==> src/rtl/dmem_responder.sv <==
// dmem_responder: single-outstanding data-memory responder with programmable wait latency
module dmem_responder #(
  parameter int ADDR_W  = 3,
  parameter int DATA_W  = 16,
  parameter int LATENCY = 2
) (
  input  logic              clk,
  input  logic              rst,
  input  logic              req_valid,
  output logic              req_ready,
  input  logic              req_write,
  input  logic [15:0]       req_addr,
  input  logic [DATA_W-1:0] req_wdata,
  output logic              rsp_valid,
  input  logic              rsp_ready,
  output logic [DATA_W-1:0] rsp_rdata,
  output logic              rsp_err,
  output logic              busy
);
  typedef enum logic [1:0] {S_IDLE, S_WAIT, S_RESP} state_t;
  state_t state_q, state_d;
  logic [3:0] cnt_q, cnt_d;
  logic wr_q, wr_d, err_q, err_d;
  logic [15:0] addr_q, addr_d;
  logic [DATA_W-1:0] wdata_q, wdata_d, rdata_q, rdata_d;
  logic [DATA_W-1:0] mem_q [2**ADDR_W];
  logic [DATA_W-1:0] mem_d [2**ADDR_W];
  logic idle, enter_resp, cur_wr, cur_err;
  logic [15:0] cur_addr;
  logic [DATA_W-1:0] cur_wdata;
  logic [ADDR_W-1:0] cur_idx;
  // In IDLE the live request is used so a zero-latency build can respond on the accept edge.
  assign idle      = state_q == S_IDLE;
  assign cur_wr    = idle ? req_write : wr_q;
  assign cur_addr  = idle ? req_addr : addr_q;
  assign cur_wdata = idle ? req_wdata : wdata_q;
  assign cur_idx   = cur_addr[ADDR_W:1];
  assign cur_err   = cur_addr[0] | (|cur_addr[15:ADDR_W+1]);
  always_comb begin
    state_d    = state_q;
    cnt_d      = cnt_q;
    wr_d       = wr_q;
    addr_d     = addr_q;
    wdata_d    = wdata_q;
    rdata_d    = rdata_q;
    err_d      = err_q;
    mem_d      = mem_q;
    enter_resp = 1'b0;
    case (state_q)
      S_IDLE: if (req_valid) begin
        wr_d    = req_write;
        addr_d  = req_addr;
        wdata_d = req_wdata;
        if (LATENCY == 0) enter_resp = 1'b1;
        else begin
          state_d = S_WAIT;
          cnt_d   = 4'(LATENCY - 1);
        end
      end
      S_WAIT: if (cnt_q == 4'd0) enter_resp = 1'b1;
              else cnt_d = cnt_q - 4'd1;
      default: if (rsp_ready) state_d = S_IDLE;
    endcase
    if (enter_resp) begin
      state_d = S_RESP;
      err_d   = cur_err;
      rdata_d = (cur_wr | cur_err) ? '0 : mem_q[cur_idx];
      if (cur_wr && !cur_err) mem_d[cur_idx] = cur_wdata;
    end
  end
  always_ff @(posedge clk) begin
    if (rst) begin
      state_q <= S_IDLE;
      cnt_q   <= '0;
      wr_q    <= 1'b0;
      addr_q  <= '0;
      wdata_q <= '0;
      rdata_q <= '0;
      err_q   <= 1'b0;
      mem_q   <= '{default: '0};
    end else begin
      state_q <= state_d;
      cnt_q   <= cnt_d;
      wr_q    <= wr_d;
      addr_q  <= addr_d;
      wdata_q <= wdata_d;
      rdata_q <= rdata_d;
      err_q   <= err_d;
      mem_q   <= mem_d;
    end
  end
  assign req_ready = state_q == S_IDLE;
  assign rsp_valid = state_q == S_RESP;
  assign busy      = state_q != S_IDLE;
  assign rsp_rdata = rdata_q;
  assign rsp_err   = err_q;
endmodule

==> config.mk <==
export PLATFORM = sky130hd
export DESIGN_NAME = dmem_responder
export DESIGN_NICKNAME = d
export VERILOG_FILES = /design/src/rtl/dmem_responder.sv
export SDC_FILE = /design/constraint.sdc
export NUM_CORES = 1
export LEC_CHECK = 0
export ABC_AREA = 1
export BUFFER_PORTS_ARGS = -buffer_cell sky130_fd_sc_hd__clkbuf_2
export CORE_ASPECT_RATIO = 0.6
export CORE_MARGIN = 5
export CORE_UTILIZATION = 40
export DETAILED_ROUTE_END_ITERATION = 10
export PLACE_DENSITY = 0.63
export SYNTH_ARGS = -nofsm -noshare
export SYNTH_HDL_FRONTEND = slang
export SYNTH_SLANG_ARGS = --single-unit
==> constraint.sdc <==
create_clock -name clk -period 1.9 [get_ports clk]
set_clock_uncertainty 0.15 [all_clocks]
set_input_delay 0.38 -clock clk [delete_from_list [all_inputs] [get_ports clk]]
set_output_delay 0.38 -clock clk [all_outputs]
set_load 0.02 [all_outputs]
==> impl_results.md <==
* Max IR drop VDD at about 0.66 mV
* Critical Path RT at approximately 2.1 ns
* Slew @ Worst Pin at ~0.60 ns
* CP max stage delay at ~0.33 ns
* Bufs and invs on worst path at 6
* Total gr overflow at 0
* Ys flop type: dfxtp_1
* Nets@finish at around 1700
* Max-capacitance violation count at 0
* Routability cong. at between 0.8 and 0.9
* CP startpoint: state_q[1]$_SDFFE_PP0P_
* Antenna cell count at 0
* Setup Crit Path Kind: reg2reg
* Deepest clock path buffer count at 2
* Crit. End Element: flip-flop
* Wire per inst at around 17 um
* Slew Viols, Final at 0
* Count leader, synth: nand2_1
* Clock Sink Count at 184
* Hold path startpoint: req_wdata[9]
* RSZ-0062 raised after global routing: yes
* Port Buffer Count at between 50 and 60
* Min Clock Period, post-route at between 2 and 2.5 ns
* Hold crit path type: in2reg
* Die Area at 27000 sq um
* Mean Syn Cell Area at between 6 and 7 sq um
* Post-synth EDFFs at 0
* Vias per cell at 5.20
* CP Launch Type: flip-flop
* #FFs+latches synth at roughly 180
* Final hold viol count at 0
* Seq/Total Area, Yosys at 0.388
* Max Clk Rate at approximately 450 MHz
* PD cells at 1010 nW/um^2
* Synth area leader: dfxtp_1
* Worst-path clk slew at about 0.070 ns
* Antenna violations before repair at 0
* Worst path slowest cell: dfxtp_2
* Synth unique cells at 29
* TritonCTS clock tree: built
* CP cell instances: buf_4 > inv_2 > nand2_4 > nand2_1 > nand2_4 > buf_12 > buf_16 > nor2_4 > inv_2 > nor2_4 > clkbuf_16 > nor2_1 > nor2_1
* Worst-Skew Late Latency at ~0.46 ns
* Reg2Reg Launch Point: state_q[1]$_SDFFE_PP0P_
* Clock Tree Root: clkbuf_16
* Largest net degree at the start of global routing at between 100 and 150
* Initial core utilization at 0.408
* Post-route cell area at approximately 13000 sq um
* Rel. slew slack at 0.601
* Routed WL at ~34000 um
* I/O pin count at 57
* Fillcell total at between 2000 and 2500
* Setup Viol. Count Final at 146
* Core region area at around 23000 sq um
* Layout cell share with drive strength beyond 1 at 0.226
* CTS H-tree lvls at 4
* Worst Path Arrival at between 2 and 2.5 ns
* Critical-path maximum fanout at 8
* GRT Overall Usage at 0.245
* Rows at 43
* Commonest cells post-synth: 508 x nand2_1, 314 x nor2_1, 184 x dfxtp_1
* First-pass GRT wire length at 51800 um
* Area growth syn-to-layout at 38.6%
* Failing checks: setup timing
* Worst path top cell family by delay: simple AND/OR/NAND/NOR gates
* Status: finished, violations left
* Vias in the first global route at between 9000 and 10000
* Synthesized area at between 9000 and 10000 sq um
* Post-Route Utilization at 0.566
* HPWL after detailed placement at around 20000 um
* First drt pass iteration count at 6
* Syn_nets at roughly 1600
* Chip Width at between 200 and 250 um
* Pre-CTS setup slack at -0.258 ns
* Initial DRC Count at between 1000 and 1500
* Crit share post-route at 1.16
* Synth Warn # at 0
* Worst setup margin at -0.312 ns
* Post-synthesis async set-or-reset flop share at 0
* Inserted Clock Buffers at 17
* Vias at between 10000 and 15000
* Synth area leaders: dfxtp_1 39%, nand2_1 20%, nor2_1 12%, nand4_1 8.5%, inv_1 6.6%
* Area post-placement at 11100 sq um
* Area share of the largest cell type after synthesis at 0.388
* Leakage at just under 6 nW
* DRC errors left at 0
* ANT nets after route at 0
* Die H at between 100 and 150 um
* Mapped Cells at between 1500 and 2000
## cell type report
class | count | area [sq um] | area share
Tap cell | 315 | 394 | 0.0300
Inverter | 177 | 669 | 0.0509
Timing Repair Buffer | 222 | 2650 | 0.201
Multi-Input combinational cell | 1086 | 5160 | 0.392
Clock inverter | 11 | 149 | 0.0113
Clock buffer | 21 | 450 | 0.0342
Sequential cell | 184 | 3690 | 0.280
## flip-flops by register name, indices dropped and copies added, names as in the netlist
| name | count |
|---|---|
| wr_q | 1 |
| wdata_q | 16 |
| rsp_rdata | 16 |
| rsp_err | 1 |
| cnt_q | 4 |
| state_q | 2 |
| addr_q | 16 |
| mem_q | 128 |
## cell usage in the layout (no fill, tap or decap), drive strengths merged
cell type,instances
o21a,1
clkbuf,84
bufbuf,2
nand2,511
nand3,45
a211oi,1
o211ai,1
ha,2
dfxtp,184
bufinv,3
nor2,332
clkinv,2
a21oi,1
o21ai,58
clkinvlp,6
xor2,1
nor3,1
buf,157
or2,1
nand4,129
nand3b,2
inv,177
## routing by layer
layer | up-vias | share of wire | GRT usage
li1 | 5087 | - | -
met1 | 4822 | 0.47 | 0.358
met2 | 500 | 0.40 | 0.347
met3 | 69 | 0.11 | 0.0702
met4 | 0 | 0.025 | 0.0794
met5 | - | 0 | 0
## final timing paths
path | endpoint | slack, ns | cells past startpoint
worst max register to register | mem_q[110]$_SDFFE_PP0P_ | -0.31 | 13
worst min register to register | rsp_rdata[13]$_SDFFE_PP0P_ | 0.30 | 2
worst min-delay path | wdata_q[9]$_SDFFE_PP0P_ | 0.02 | 3
worst max-delay path | mem_q[110]$_SDFFE_PP0P_ | -0.31 | 13
## logic make-up (layout without fill, tap and decap cells)
group / after synthesis / after routing / share of synthesized area
and+or+nand+nor: 1021 / 1021 / 0.456
buffers and inverters: 273 / 431 / 0.116
DFF: 184 / 184 / 0.388
AOI/OAI and AO/OA: 62 / 62 / 0.0362
adders and majority gates: 2 / 2 / 0.00264
xor gates and xnor gates: 1 / 1 / 0.000923
## per-stage QoR
stage	total power, mW	setup TNS (ns)	instances	hold WS (ns)
after floorplan	6.47	-2.09	1543	0.297
after global placement	8.53	-25.34	1932	0.289
after detailed placement	8.56	-25.77	1932	0.291
after CTS	12.9	-16.70	2001	0.00219
after global routing	13.9	-44.97	2016	0.0290
final	13.3	-32.17	2016	0.0239
## where the power goes
group	internal, mW	leakage (nW)	switching, mW	total (mW)
clock network	2.10	0.272	1.63	3.73
registers	3.98	1.49	0.0520	4.03
logic	2.25	4.04	3.32	5.57
## timing repair
action,in CTS,in global routing
pin swaps,18,74
gates cloned,11,7
hold buffers,0,0
resized for setup,76,99
endpoints found under the setup margin,146,148
setup buffers,26,11
## tightest hold or removal path: cells and delay by family
kind	cells	cell delay, ns
buffers and inverters	1	0.09
AOI/OAI and AO/OA	1	0.06
and+or+nand+nor	1	0.06
Power figures use the tool's default switching activity.
